$ cat config.mk
export PLATFORM = sky130hd
export DESIGN_NAME = sw_debounce_flat
export DESIGN_NICKNAME = d
export VERILOG_FILES = /design/src/rtl/sw_debounce_if.sv /design/src/rtl/sw_debounce.sv /design/src/flat_wrapper.sv
export SDC_FILE = /design/constraint.sdc
export NUM_CORES = 1
export LEC_CHECK = 0
export ABC_AREA = 1
export BUFFER_PORTS_ARGS = -buffer_cell sky130_fd_sc_hd__buf_2
export CORE_UTILIZATION = 40
export CTS_CLUSTER_DIAMETER = 200
export DETAILED_ROUTE_END_ITERATION = 7
export PLACE_DENSITY = 0.64
export SLEW_MARGIN = 20
export SYNTH_ARGS = -nofsm -noshare
export SYNTH_HDL_FRONTEND = slang
export SYNTH_SLANG_ARGS = --single-unit
$ cat constraint.sdc
create_clock -name clk -period 18.4 [get_ports clk]
set_clock_uncertainty 0.15 [all_clocks]
set_input_delay 0.92 -clock clk [delete_from_list [all_inputs] [get_ports clk]]
set_output_delay 0.92 -clock clk [all_outputs]
set_load 0.03 [all_outputs]
$ cat src/rtl/sw_debounce_if.sv
// Switch conditioning bus: raw pins in, debounced vector and edge events out.
// With SW_DEBOUNCE_CHG_CNT_EN defined the bus also carries the 16-bit change counter.
interface sw_debounce_if #(
    parameter int WIDTH = 8
);
    logic [WIDTH-1:0] sw_raw;
    logic [WIDTH-1:0] sw_out;
    logic             sw_changed;
    logic [WIDTH-1:0] sw_rise;
    logic [WIDTH-1:0] sw_fall;
`ifdef SW_DEBOUNCE_CHG_CNT_EN
    logic [15:0]      chg_cnt;

    modport master (
        output sw_raw,
        input  sw_out,
        input  sw_changed,
        input  sw_rise,
        input  sw_fall,
        input  chg_cnt
    );

    modport slave (
        input  sw_raw,
        output sw_out,
        output sw_changed,
        output sw_rise,
        output sw_fall,
        output chg_cnt
    );
`else
    modport master (
        output sw_raw,
        input  sw_out,
        input  sw_changed,
        input  sw_rise,
        input  sw_fall
    );

    modport slave (
        input  sw_raw,
        output sw_out,
        output sw_changed,
        output sw_rise,
        output sw_fall
    );
`endif
endinterface

$ cat src/rtl/sw_debounce.sv
// Two-flop synchroniser plus per-bit stability counter for the slide switches.
// Optional SW_DEBOUNCE_CHG_CNT_EN adds a wrapping count of debounced change events.
module sw_debounce #(
    parameter int WIDTH         = 8,
    parameter int STABLE_CYCLES = 1000000
) (
    input  logic         clk,
    input  logic         rst,
    sw_debounce_if.slave bus
);
    localparam int               CNT_W   = $clog2(STABLE_CYCLES);
    localparam logic [CNT_W-1:0] CNT_MAX = CNT_W'(STABLE_CYCLES - 1);

    logic [WIDTH-1:0] sync1_q,   sync1_d;
    logic [WIDTH-1:0] sync2_q,   sync2_d;
    logic [WIDTH-1:0] sw_out_q,  sw_out_d;
    logic [WIDTH-1:0] rise_q,    rise_d;
    logic [WIDTH-1:0] fall_q,    fall_d;
    logic             changed_q, changed_d;

    always_comb begin
        sync1_d = bus.sw_raw;
        sync2_d = sync1_q;
    end

    // Each bit owns a counter that only runs while the synchronised input
    // disagrees with the output; any agreement throws the partial count away.
    for (genvar gi = 0; gi < WIDTH; gi++) begin : g_bit
        logic [CNT_W-1:0] cnt_q, cnt_d;
        logic             out_d;

        always_comb begin
            cnt_d = '0;
            out_d = sw_out_q[gi];
            if (sync2_q[gi] != sw_out_q[gi]) begin
                if (cnt_q == CNT_MAX) begin
                    out_d = sync2_q[gi];
                end else begin
                    cnt_d = cnt_q + 1'b1;
                end
            end
        end

        always_ff @(posedge clk or posedge rst) begin
            if (rst) begin
                cnt_q <= '0;
            end else begin
                cnt_q <= cnt_d;
            end
        end

        assign sw_out_d[gi] = out_d;
    end

    // Events are computed from the next output so they line up with the
    // first cycle sw_out shows the new value.
    always_comb begin
        rise_d    = sw_out_d & ~sw_out_q;
        fall_d    = ~sw_out_d & sw_out_q;
        changed_d = |(rise_d | fall_d);
    end

    always_ff @(posedge clk or posedge rst) begin
        if (rst) begin
            sync1_q   <= '0;
            sync2_q   <= '0;
            sw_out_q  <= '0;
            rise_q    <= '0;
            fall_q    <= '0;
            changed_q <= 1'b0;
        end else begin
            sync1_q   <= sync1_d;
            sync2_q   <= sync2_d;
            sw_out_q  <= sw_out_d;
            rise_q    <= rise_d;
            fall_q    <= fall_d;
            changed_q <= changed_d;
        end
    end

    assign bus.sw_out     = sw_out_q;
    assign bus.sw_rise    = rise_q;
    assign bus.sw_fall    = fall_q;
    assign bus.sw_changed = changed_q;

`ifdef SW_DEBOUNCE_CHG_CNT_EN
    logic [15:0] chg_cnt_q, chg_cnt_d;

    // Counts change events, not changed bits; wraps naturally at 16 bits.
    always_comb begin
        chg_cnt_d = chg_cnt_q + {15'd0, changed_q};
    end

    always_ff @(posedge clk or posedge rst) begin
        if (rst) begin
            chg_cnt_q <= '0;
        end else begin
            chg_cnt_q <= chg_cnt_d;
        end
    end

    assign bus.chg_cnt = chg_cnt_q;
`endif

endmodule

$ cat src/flat_wrapper.sv
// flat-port wrapper written by rule: the top's interface ports become plain ports
module sw_debounce_flat 
#(
    parameter int WIDTH         = 8,
    parameter int STABLE_CYCLES = 1000000
)
  (clk, rst, bus_sw_raw, bus_sw_out, bus_sw_changed, bus_sw_rise, bus_sw_fall);
  sw_debounce_if #(.WIDTH(WIDTH)) bus_i ();
  input  logic clk;
  input  logic rst;
  input wire logic [$bits(bus_i.sw_raw)-1:0] bus_sw_raw;
  output wire logic [$bits(bus_i.sw_out)-1:0] bus_sw_out;
  output wire logic [$bits(bus_i.sw_changed)-1:0] bus_sw_changed;
  output wire logic [$bits(bus_i.sw_rise)-1:0] bus_sw_rise;
  output wire logic [$bits(bus_i.sw_fall)-1:0] bus_sw_fall;
  assign bus_i.sw_raw = bus_sw_raw;
  assign bus_sw_out = bus_i.sw_out;
  assign bus_sw_changed = bus_i.sw_changed;
  assign bus_sw_rise = bus_i.sw_rise;
  assign bus_sw_fall = bus_i.sw_fall;
  sw_debounce #(.WIDTH(WIDTH), .STABLE_CYCLES(STABLE_CYCLES)) u_core (.clk(clk), .rst(rst), .bus(bus_i));
endmodule
Word-level counts from Yosys, hierarchy flattened:

Cells that the tools add are included.
W data, S select, Z words.

* add/subtract/negate cells: 8
* equality and inequality tests: 16
* mux-type cells: 32
* bitwise operators: 5
* reduce and logical (&&, ||, !) cells: 1

Operators with widths (number)
* $mux W20: 16
* $add A20 B1 Y20 const B: 8
* $eq A20 B20 Y1 const B: 8
* $and A8 B8 Y8: 2
* $mux W1: 16
* $not A8 Y8: 2
* $ne A1 B1 Y1: 8
* $or A8 B8 Y8: 1
* $reduce_or A8 Y1: 1

* bits in registers: 201
* output and inout port bits: 25

Longest topological paths before layout:

Gate-level depths: netlist of the first run.

* depth in word-level cells: 7
* mapped depth: 12

Worst setup path after synthesis of the first run:

No wires, ideal clock.

* kind: flip-flop to flip-flop
* from: register u_core.g_bit[2].cnt_q[0]
* to: register u_core.changed_q (netlist: u_core.bus.sw_changed)
* library setup time: 0.127 ns
* arrival: 1.753 ns
* data required time: 18.123 ns
* path slack: 16.370 ns
* cell stages (with the launch flop): 10
* path buffers: 0
* clock period less this slack: 2.030 ns
* path through: dfrtp_1 -> ha_1 -> nand3_2 -> nor2_2 -> nand3_2 -> o21ai_2 -> inv_1 -> ha_1 -> nand4_1 -> or2_2

* cells in the longest elaborated chain, start to end: 7

Ends and longest elaborated chain
* start, declared: line sw_debounce.sv:29 `logic [CNT_W-1:0] cnt_q, cnt_d;`
* start signal, assigned: line sw_debounce.sv:48 `cnt_q <= cnt_d;`
* $eq A20 B20 Y1 (*): line sw_debounce.sv:36 `if (cnt_q == CNT_MAX) begin`
* $mux W1 (*): line sw_debounce.sv:36
* $mux W1 (*): line sw_debounce.sv:35 `if (sync2_q[gi] != sw_out_q[gi]) begin`
* net u_core.g_bit[2].out_d: line sw_debounce.sv:30 `logic out_d;`
* $not A8 Y8: line sw_debounce.sv:59 `fall_d = ~sw_out_d & sw_out_q;`
* $and A8 B8 Y8: line sw_debounce.sv:59
* $or A8 B8 Y8 (*): line sw_debounce.sv:60 `changed_d = |(rise_d | fall_d);`
* $reduce_or A8 Y1 (*): line sw_debounce.sv:60
* net u_core.changed_d: line sw_debounce.sv:19 `logic changed_q, changed_d;`
* end signal, assigned: line sw_debounce.sv:77 `changed_q <= changed_d;`
* end, declared: line sw_debounce.sv:19

Mark *: on every way through the listed nets, which the timed path passes. The rest lies on a longest branch.

Worst setup path in the final report of the first run:

* from: register u_core.g_bit[0].cnt_q[0]
* to: register u_core.changed_q (netlist: u_core.bus.sw_changed)

* cells in the longest elaborated chain, start to end: 7

Ends and longest elaborated chain (line)
* start, declared: sw_debounce.sv:29
* start signal, assigned: sw_debounce.sv:48
* $eq A20 B20 Y1 (*): sw_debounce.sv:36
* $mux W1 (*): sw_debounce.sv:36
* $mux W1 (*): sw_debounce.sv:35
* net u_core.g_bit[0].out_d: sw_debounce.sv:30
* $not A8 Y8: sw_debounce.sv:59
* $and A8 B8 Y8: sw_debounce.sv:59
* $or A8 B8 Y8 (*): sw_debounce.sv:60
* $reduce_or A8 Y1 (*): sw_debounce.sv:60
* net u_core.changed_d: sw_debounce.sv:19

Marks and branches as above.

==> results of run 1 <==
-- cells by family (layout without fill, tap and decap cells) --
| family | count (synthesis) | after routing | share of synthesized area |
|---|---|---|---|
| AOI/OAI and AO/OA | 47 | 47 | 0.0245 |
| xor gates and xnor gates | 94 | 94 | 0.0810 |
| buffers and inverters | 149 | 226 | 0.0530 |
| and+or+nand+nor | 798 | 798 | 0.340 |
| adders and majority gates | 24 | 24 | 0.0282 |
| DFF | 201 | 201 | 0.473 |
-- worst paths after layout --
path / startpoint / cells after the start / to / slack [ns]
worst min-delay path: u_core.sync1_q[4]$_DFF_PP0_ / 0 / u_core.sync2_q[4]$_DFF_PP0_ / 0.20
worst max-delay path: u_core.g_bit[0].cnt_q[0]$_DFF_PP0_ / 9 / u_core.bus.sw_changed$_DFF_PP0_ / 16.00
max in group asynchronous: rst / 3 / u_core.g_bit[4].cnt_q[15]$_DFF_PP0_ / 16.19
worst min register to register: u_core.sync1_q[4]$_DFF_PP0_ / 0 / u_core.sync2_q[4]$_DFF_PP0_ / 0.20
worst max register to register: u_core.g_bit[0].cnt_q[0]$_DFF_PP0_ / 9 / u_core.bus.sw_changed$_DFF_PP0_ / 16.00
min in group asynchronous: rst / 2 / u_core.g_bit[2].cnt_q[18]$_DFF_PP0_ / 0.44
-- power by group --
group	switching (mW)	internal [mW]	leakage, nW	total, mW
sequential	0.00457	0.448	2.75	0.453
clock	0.184	0.296	0.397	0.480
combinational	0.0208	0.00701	2.04	0.0278
-- final cells by class --
| class | count | area, um^2 | share of cell area |
|---|---|---|---|
| Clock inverter | 9 | 104 | 0.00862 |
| Inverter | 148 | 566 | 0.0470 |
| Sequential cell | 201 | 5030 | 0.418 |
| Clock buffer | 34 | 709 | 0.0589 |
| Tap cell | 335 | 419 | 0.0348 |
| Multi-Input combinational cell | 963 | 5040 | 0.418 |
| Timing Repair Buffer | 35 | 178 | 0.0148 |
-- per-layer routing --
layer,wire [um],GRT usage,part of all wire,up-vias
met5,0,0,0,-
li1,-,-,-,4256
met1,10500,0.228,0.49,3814
met4,445,0.0421,0.021,0
met3,756,0.0256,0.035,26
met2,9640,0.270,0.45,133
-- per-stage QoR --
step | hold slack [ns] | setup slack, ns | cells | util | cell area [um^2]
finish | 0.195 | 16.00 | 1725 | 0.462 | 12000
global route | 0.204 | 15.84 | 1725 | 0.462 | 12000
CTS | 0.197 | 15.95 | 1725 | 0.462 | 12000
detailed placement | 0.185 | 15.52 | 1682 | 0.431 | 11200
global placement | 0.183 | 15.53 | 1682 | 0.431 | 11200
floorplan | 0.181 | 11.85 | 1313 | - | 10600
-- flip-flops by register name, indices dropped and copies added, names as in the netlist --
| signal | flops |
|---|---|
| u_core.bus.sw_changed | 1 |
| u_core.bus.sw_rise | 8 |
| u_core.sync1_q | 8 |
| u_core.g_bit.cnt_q | 160 |
| u_core.bus.sw_fall | 8 |
| u_core.sync2_q | 8 |
| u_core.bus.sw_out | 8 |
-- placed cells by master (no fill, tap or decap), drive strengths merged, types with 24 or more instances in the layout --
cell    count
nor2      365
nand2     240
dfrtp     201
inv       149
nand3     132
xor2       66
buf        35
clkbuf     34
xnor2      28
nor3       27
nand4      26
o21ai      26
ha         24
==> impl_summary.txt, run 1 <==
----------------------------------------------------
[STA]
  RSZ-0062 raised after global routing ... no
  Total Neg Setup Slack ... 0 ns
  Post-route fraction of the period consumed by the critical path ... 0.130
  Worst slew margin ... 0.406
  Count of final max-slew check failures ... 0
  Slew of the pin with the lowest slew margin ... between 0.8 and 0.9 ns
  Maximum operating frequency ... ~0.42 GHz
  Final setup violation count ... 0
  Final hold violations ... 0
  Minimum period implied by the final worst setup slack ... between 2 and 2.5 ns

[Yosys]
  Sequential element share of the synthesized area ... 0.473
  Synthesized Nets ... around 1,300
  Asr flop ratio synth ... 1.00
  Biggest area contributors in the synthesized netlist ... sky130_fd_sc_hd__dfrtp_1, sky130_fd_sc_hd__nor2_1, sky130_fd_sc_hd__nand2_1, sky130_fd_sc_hd__nand3_1, sky130_fd_sc_hd__xor2_1
  Cell Area, Synth ... about 11,000 um^2
  Yosys top cell by area ... sky130_fd_sc_hd__dfrtp_1
  Share of Yosys cell area claimed by the top area cell type ... 0.473
  Most used standard cell by instance count after synthesis ... sky130_fd_sc_hd__nor2_1
  Dominant register cell in the synthesized netlist ... sky130_fd_sc_hd__dfrtp_1
  Number of synthesis warnings ... 0
  Gate count after technology mapping ... between 1,000 and 1,500
  Count of unique library cells instantiated by Yosys ... 31
  Post-synth EDFFs ... 0
  Synthesized area per cell ... just over 8 um^2
  Commonest cells in the synthesized netlist ... sky130_fd_sc_hd__nor2_1, sky130_fd_sc_hd__nand2_1, sky130_fd_sc_hd__dfrtp_1
  Total of flip-flops plus latches after synthesis ... ~200

[Worst setup path]
  Most frequent CP cell ... sky130_fd_sc_hd__ha_1
  Critical path class ... reg2reg
  Critical path cell sequence ... ha_1 > nand3_2 > nor2_1 > nand3_1 > o21ai_1 > inv_1 > ha_1 > nand4_1 > or2_2
  Required @ worst endpoint ... about 19 ns
  Critical Path Slowest Stage Cell ... sky130_fd_sc_hd__dfrtp_1
  Critical path buffers and inverters ... 1
  Setup crit end kind ... flip-flop
  Crit path launch type ... flip-flop
  Delay of the slowest cell on the worst path ... approximately 0.38 ns
  Maximum net fanout on the critical path ... 4
  Crit path max-delay family ... simple AND/OR/NAND/NOR gates
  Worst endpoint data arrival time ... 2.64 ns

[Global route]
  All-layer global routing usage ... 0.166
  Largest net degree at the start of global routing ... 131
  Antenna violations before repair ... 0
  Number of global-route vias before repair ... around 8,000
  Global-route wire length before repair ... approximately 37,000 um
  GRT Residual Overflow ... 0

[Clock tree]
  CTS Buf Count ... 24
  Skew-Pair Late Insertion Delay ... around 0.5 ns
  Post-CTS Setup Inserts ... 0
  Number of buffers on the longest clock path ... 3
  Quantity of hold-fixing buffers added after cts ... 0
  Number of sinks handled by clock tree synthesis ... about 200
  Post-cts gate resize count ... 0
  Clock root buffer master ... sky130_fd_sc_hd__clkbuf_16
  Count of H-tree levels built during CTS ... 1
  CTS tree ... done
  Register clock-pin slew on the reported worst setup and hold paths ... roughly 0.06 ns

[Floorplan]
  Die height ... about 170 um
  Width of the chip ... 165 um
  Effective utilization at floorplan ... 0.408
  I/O Pins ... 35
  Count of standard-cell rows ... 59
  Area of the core ... around 26,000 um^2
  DIE AREA ... roughly 27,000 um^2

[Route]
  Wire length reported by the detailed router ... 21,300 um
  Number of remaining DRC errors ... 0
  1st-pass router iterations ... 5
  Average detailed-routed wire length per instance ... about 12 um
  Number of DRC violations after detailed-routing iteration 0 ... 531
  Via-per-instance ratio ... ~4.8
  Vias after detailed routing ... roughly 8,200
  Remaining antenna violation count after routing ... 0

[Power]
  Maximum ir drop on the vdd rail ... 0.0843 mV
  Power per unit of standard cell area ... about 80 nW/um^2
  Static Leakage ... 5.19 nW
  Pwr Total ... 0.961 mW

[Min path]
  Type of the worst min-delay path ... reg2reg

[Final layout]
  Share of cells above drive strength 1 ... 0.123
  Nets@finish ... around 1,400
  Antenna fix cells ... 0
  Total of fill cells in the finished design ... between 2,000 and 3,000
  Post-synthesis to final-layout area growth ... 13.3%

[Flow run]
  Number of violations of the max-capacitance limit ... 0

[Placement]
  Final RePlAce weighted congestion ... between 0.8 and 0.9
  Number of buffers added on ports ... 34
  DP HPWL ... around 15,000 um

[Run status]
  Result of the run ... finished clean

----------------------------------------------------
Note: power is estimated with default switching activity, not from simulation.
==> run 2: changes to the inputs <==
PLACE_DENSITY = 0.66   (was 0.64)
clock period = 1.9 ns   (was 18.4 ns; I/O delays follow)
==> impl_summary.txt, run 2 (same netlist as run 1, synthesis figures left out) <==
----------------------------------------------------
[Route]
  1st-pass router iterations ... 5
  Average detailed-routed wire length per instance ... ~13 um
  Via-per-instance ratio ... between 4 and 5
  Vias after detailed routing ... 9,139
  Remaining antenna violation count after routing ... 0
  Number of DRC violations after detailed-routing iteration 0 ... 480
  Number of remaining DRC errors ... 0
  Wire length reported by the detailed router ... roughly 24,000 um

[Final layout]
  Most frequent standard cell in the layout excluding fill and tap cells ... sky130_fd_sc_hd__nor2_1
  Final cell count without fillers ... a little under 2,000
  Finished Cell Area ... ~14,000 um^2
  Final core utilization ... 0.534
  Share of cells above drive strength 1 ... 0.255
  Nets@finish ... 1,633
  Antenna fix cells ... 0
  Register with the most flip-flops ... u_core.g_bit.cnt_q
  Flip-flop count of the largest register after layout ... 160
  Post-synthesis to final-layout area growth ... 30.8%
  Commonest cells after routing, fill and taps aside ... sky130_fd_sc_hd__nor2_1, sky130_fd_sc_hd__nand2_1, sky130_fd_sc_hd__buf_4

[Run status]
  Violations in the final reports ... setup timing
  Result of the run ... finished with violations

[Power]
  Portion of total power attributed to sequential cells ... 0.471
  Sw Share ... 0.221
  Maximum ir drop on the vdd rail ... slightly above 0.8 mV
  Proportion of power drawn by the clock network ... 0.489
  Power per unit of standard cell area ... ~670 nW/um^2
  Pwr Total ... 9.32 mW
  Static Leakage ... around 6.3 nW
  Combinational share of power ... 0.040
  Design internal power ... approximately 7.3 mW
  Net Sw Power ... around 2.1 mW

[Worst setup path]
  Critical path class ... reg2reg
  Required @ worst endpoint ... ~2.2 ns
  Reg-to-reg critical path startpoint ... u_core.g_bit[5].cnt_q[1]$_DFF_PP0_
  FF-to-FF End ... u_core.bus.sw_changed$_DFF_PP0_
  Crit path launch type ... flip-flop
  Worst R2R Path Depth ... 9
  Register-to-register path setup slack ... -0.22 ns
  Critical path destination ... u_core.bus.sw_changed$_DFF_PP0_
  Setup crit end kind ... flip-flop
  Critical Path Slowest Stage Cell ... sky130_fd_sc_hd__dfrtp_1
  Most frequent CP cell ... sky130_fd_sc_hd__nor2_2
  Crit path max-delay family ... simple AND/OR/NAND/NOR gates
  Count of cell instances traversed by the critical path ... 9
  Worst endpoint data arrival time ... approximately 2.4 ns
  Critical path buffers and inverters ... 0
  Maximum net fanout on the critical path ... 3
  Delay of the slowest cell on the worst path ... 0.39 ns
  Crit path launch ... u_core.g_bit[5].cnt_q[1]$_DFF_PP0_
  Critical path cell sequence ... ha_4 > nand3_4 > nor3_4 > nand3_2 > nor2_2 > nor2_2 > ha_1 > nand4_1 > or2_4

[Clock tree]
  CTS Buf Count ... 23
  Clock root buffer master ... sky130_fd_sc_hd__clkbuf_16
  Count of H-tree levels built during CTS ... 1
  Register clock-pin slew on the reported worst setup and hold paths ... about 0.060 ns
  Number of buffers on the longest clock path ... 3
  Number of sinks handled by clock tree synthesis ... 201
  CTS tree ... done
  Skew-Pair Late Insertion Delay ... roughly 0.53 ns

[Global route]
  All-layer global routing usage ... 0.188
  Antenna violations before repair ... 0
  GRT Residual Overflow ... 0
  Number of global-route vias before repair ... around 9,000
  Global-route wire length before repair ... 41,800 um
  Largest net degree at the start of global routing ... 36

[STA]
  Count of final max-slew check failures ... 0
  Maximum operating frequency ... about 0.47 GHz
  Minimum period implied by the final worst setup slack ... around 2.1 ns
  Final hold violations ... 0
  Worst slew margin ... 0.575
  Slew of the pin with the lowest slew margin ... 0.636 ns
  Post-route fraction of the period consumed by the critical path ... 1.12
  Worst setup slack after layout ... -0.224 ns
  Final setup violation count ... 1
  RSZ-0062 raised after global routing ... yes

[Flow run]
  Number of violations of the max-capacitance limit ... 0

[Placement]
  Number of buffers added on ports ... 34
  Inst Count DP ... between 1,500 and 2,000
  Final RePlAce weighted congestion ... between 0.9 and 1
  Placed inst area ... roughly 13,000 um^2
  DP HPWL ... approximately 18,000 um

[Floorplan]
  DIE AREA ... 27,200 um^2
  Effective utilization at floorplan ... 0.408
  I/O Pins ... 35
  Area of the core ... 26,100 um^2
  Count of standard-cell rows ... 59
  Die height ... about 170 um
  Width of the chip ... about 170 um

[Min path]
  Type of the worst min-delay path ... in2async

----------------------------------------------------
[run 2: cell types whose count changed in the layout (fill, tap and decap cells not counted), sizes merged]
cell / before / now
clkbuf: 34 / 35
inv: 149 / 148
clkinvlp: 2 / 1
clkinv: 4 / 3
dlygate4sd3: 0 / 9
buf: 35 / 253
[run 2: through the flow]
stage / TNS [ns] / hold slack [ns] / worst slack [ns]
floorplan: -190.49 / -0.0236 / -0.947
global placement: -0.242 / 0.0530 / -0.242
detailed placement: -0.262 / 0.0543 / -0.262
CTS: -0.226 / 0.0383 / -0.226
global route: -0.360 / 0.0477 / -0.350
finish: -0.224 / 0.0542 / -0.224
[run 2: area by class of cell]
cell class,count,area [um^2]
Fill cell,2442,12200
Multi-Input combinational cell,963,5160
Sequential cell,201,5030
Timing Repair Buffer,262,1950
Clock buffer,35,691
Inverter,148,562
Tap cell,335,419
Clock inverter,6,87.6
[run 2: power by group through the flow]
stage	combinational [mW]	clock (mW)	sequential, mW
6_report	0.373	4.56	4.38
5_1_grt	0.428	4.84	4.39
4_1_cts	0.377	4.69	4.38
3_5_place_dp	0.358	0	4.46
3_3_place_gp	0.350	0	4.45
2_1_floorplan	0.204	0	4.45
[run 2: tightest hold or removal path, delay by kind of cell]
kind     cells  cell delay (ns)
buf+inv      3             1.09
[run 2: timing repair]
item	4_1_cts	5_1_grt
pin swaps	4	14
buffers inserted	1	5
endpoints found under the setup margin	1	4
hold endpoints to repair	202	0
hold buffers	9	0
resized for setup	7	22
[run 2: worst min path at each step]
stage                        from                                  to  slack (ns)  cells after the start
floorplan           bus_sw_raw[0]         u_core.sync1_q[0]$_DFF_PP0_       -0.02                      0
CTS                 bus_sw_raw[7]         u_core.sync1_q[7]$_DFF_PP0_        0.04                      2
global route        bus_sw_raw[6]         u_core.sync1_q[6]$_DFF_PP0_        0.05                      2
finish                        rst  u_core.g_bit[5].cnt_q[9]$_DFF_PP0_        0.05                      3
detailed placement  bus_sw_raw[6]         u_core.sync1_q[6]$_DFF_PP0_        0.05                      1
global placement    bus_sw_raw[7]         u_core.sync1_q[7]$_DFF_PP0_        0.05                      1
[run 2: metal layers]
| metal | up-vias | GRT usage | wire [um] |
|---|---|---|---|
| met5 | - | 0 | 0 |
| met1 | 4228 | 0.252 | 11400 |
| met4 | 0 | 0.0492 | 576 |
| met3 | 41 | 0.0299 | 922 |
| li1 | 4722 | - | - |
| met2 | 148 | 0.314 | 11500 |
==> run 3: changes to the inputs <==
REMOVE_ABC_BUFFERS = 1   (was unset)
==> impl_summary.txt, run 3 (same netlist as run 1, synthesis figures left out) <==
----------------------------------------------------
[Clock tree]
  Register clock-pin slew on the reported worst setup and hold paths ... ~0.060 ns
  Skew-Pair Late Insertion Delay ... roughly 0.51 ns
  CTS Buf Count ... 23
  Number of sinks handled by clock tree synthesis ... approximately 200
  Clock root buffer master ... sky130_fd_sc_hd__clkbuf_16
  Count of H-tree levels built during CTS ... 1
  Number of buffers on the longest clock path ... 3
  CTS tree ... done

[Final layout]
  Commonest cells after routing, fill and taps aside ... sky130_fd_sc_hd__nor2_1, sky130_fd_sc_hd__buf_4, sky130_fd_sc_hd__nand2_1
  Nets@finish ... roughly 1,600
  Total of fill cells in the finished design ... roughly 2,400
  Register with the most flip-flops ... u_core.g_bit.cnt_q
  Share of cells above drive strength 1 ... 0.254
  Antenna fix cells ... 0
  Most frequent standard cell in the layout excluding fill and tap cells ... sky130_fd_sc_hd__nor2_1
  Post-synthesis to final-layout area growth ... 30.2%
  Final core utilization ... 0.531
  Flip-flop count of the largest register after layout ... 160
  Final cell count without fillers ... between 1,500 and 2,000

[Power]
  Static Leakage ... approximately 6.3 nW
  Pwr Total ... between 8 and 9 mW
  Power per unit of standard cell area ... between 600 and 700 nW/um^2
  Maximum ir drop on the vdd rail ... 0.792 mV

[Worst setup path]
  Worst R2R Path Depth ... 9
  Setup crit end kind ... flip-flop
  Required @ worst endpoint ... between 2 and 2.5 ns
  Critical path destination ... u_core.bus.sw_changed$_DFF_PP0_
  Crit path launch ... u_core.g_bit[4].cnt_q[0]$_DFF_PP0_
  Reg-to-reg critical path startpoint ... u_core.g_bit[4].cnt_q[0]$_DFF_PP0_
  Worst endpoint data arrival time ... roughly 2.3 ns
  Register-to-register path setup slack ... -0.16 ns
  FF-to-FF End ... u_core.bus.sw_changed$_DFF_PP0_
  Critical path class ... reg2reg
  Crit path launch type ... flip-flop
  Maximum net fanout on the critical path ... 3

[Placement]
  DP HPWL ... roughly 18,000 um
  Number of buffers added on ports ... 34
  Inst Count DP ... between 1,500 and 2,000
  Final RePlAce weighted congestion ... 0.909

[Floorplan]
  Area of the core ... ~26,000 um^2
  Count of standard-cell rows ... 59
  I/O Pins ... 35
  Effective utilization at floorplan ... 0.408
  Die height ... about 170 um
  Width of the chip ... 165 um
  DIE AREA ... roughly 27,000 um^2

[STA]
  Slew of the pin with the lowest slew margin ... 0.428 ns
  Worst setup slack after layout ... -0.157 ns
  Worst slew margin ... 0.715
  Maximum operating frequency ... 0.486 GHz
  RSZ-0062 raised after global routing ... yes
  Worst slack on hold paths ... between 0.02 and 0.03 ns
  Final hold violations ... 0
  Total Neg Setup Slack ... -0.157 ns
  Minimum period implied by the final worst setup slack ... around 2 ns
  Count of final max-slew check failures ... 0
  Final setup violation count ... 1
  Post-route fraction of the period consumed by the critical path ... 1.08

[Flow run]
  Number of violations of the max-capacitance limit ... 0

[Route]
  Remaining antenna violation count after routing ... 0
  Wire length reported by the detailed router ... ~24,000 um
  Via-per-instance ratio ... 4.66
  Average detailed-routed wire length per instance ... approximately 12 um
  1st-pass router iterations ... 5
  Number of DRC violations after detailed-routing iteration 0 ... just over 500
  Number of remaining DRC errors ... 0
  Vias after detailed routing ... between 9,000 and 10,000

[Global route]
  GRT Residual Overflow ... 0
  All-layer global routing usage ... 0.184
  Largest net degree at the start of global routing ... 59
  Number of global-route vias before repair ... between 9,000 and 10,000
  Antenna violations before repair ... 0
  Global-route wire length before repair ... between 40,000 and 50,000 um

[Min path]
  Type of the worst min-delay path ... in2async

[Run status]
  Violations in the final reports ... setup timing
  Result of the run ... finished with violations

----------------------------------------------------
## run 3: cell types whose count changed in the layout (fill, tap and decap cells not counted), sizes merged
| cell | delta |
|---|---|
| buf | +5 |
| clkbuf | -3 |
| bufinv | -2 |
| clkinvlp | +2 |
| clkinv | +1 |
| inv | +1 |
## run 3: power by group
part / total [mW] / leakage (nW) / switching [mW] / internal (mW)
combinational: 0.368 / 3.21 / 0.229 / 0.139
clock: 4.13 / 0.345 / 1.71 / 2.42
sequential: 4.38 / 2.75 / 0.0424 / 4.34
total: 8.88 / 6.31 / 1.99 / 6.90
## run 3: how the worst min path moves through the flow
| stage | from | to | slack, ns | depth (start not counted) |
|---|---|---|---|---|
| 2_1_floorplan | bus_sw_raw[0] | u_core.sync1_q[0]$_DFF_PP0_ | -0.02 | 0 |
| 3_3_place_gp | rst | u_core.g_bit[2].cnt_q[8]$_DFF_PP0_ | 0.01 | 2 |
| 3_5_place_dp | rst | u_core.g_bit[2].cnt_q[9]$_DFF_PP0_ | 0.02 | 2 |
| 4_1_cts | rst | u_core.bus.sw_rise[3]$_DFF_PP0_ | 0.03 | 3 |
| 5_1_grt | bus_sw_raw[4] | u_core.sync1_q[4]$_DFF_PP0_ | 0.08 | 2 |
| 6_report | rst | u_core.g_bit[2].cnt_q[9]$_DFF_PP0_ | 0.03 | 3 |
## run 3: area by class of cell
| class | count | area, um^2 | area share |
|---|---|---|---|
| timing repair buffer | 267 | 1980 | 0.143 |
| tap | 335 | 419 | 0.0303 |
| clock inverter | 8 | 51.3 | 0.00371 |
| clock buffer | 32 | 659 | 0.0476 |
| multi-input combinational | 963 | 5140 | 0.371 |
| sequential | 201 | 5030 | 0.363 |
| inverter | 148 | 566 | 0.0409 |
## run 3: layer usage
| metal | track usage | vias to the layer above | routed length [um] |
|---|---|---|---|
| met5 | 0 | - | 0 |
| met2 | 0.313 | 162 | 11300 |
| li1 | - | 4720 | - |
| met4 | 0.0450 | 0 | 476 |
| met3 | 0.0301 | 34 | 1050 |
| met1 | 0.243 | 4198 | 11100 |
## run 3: metrics by stage
step / setup slack (ns) / area (um^2)
after floorplan: -3.83 / 10600
after global placement: -0.243 / 12900
after detailed placement: -0.289 / 12900
after CTS: -0.166 / 13800
after global routing: -0.306 / 13800
final: -0.157 / 13800
## run 3: what timing repair did
action | 4_1_cts | 5_1_grt
endpoints found under the hold margin | 209 | 0
cloned | 0 | 0
resized for setup | 13 | 12
hold buffers | 9 | 0
pin swaps | 6 | 5
endpoints found under the setup margin | 1 | 1
setup buffers | 1 | 0
## run 3: worst max-delay path, cell delays in order, from the launching register on
cell and delay, ns:
sky130_fd_sc_hd__dfrtp_1 0.36, sky130_fd_sc_hd__ha_2 0.20, sky130_fd_sc_hd__nand3_2 0.10, sky130_fd_sc_hd__nor3_2 0.14, sky130_fd_sc_hd__nand3_2 0.12, sky130_fd_sc_hd__nor2_1 0.11
sky130_fd_sc_hd__nor2_1 0.07, sky130_fd_sc_hd__ha_1 0.30, sky130_fd_sc_hd__nand4_1 0.14, sky130_fd_sc_hd__or2_4 0.24
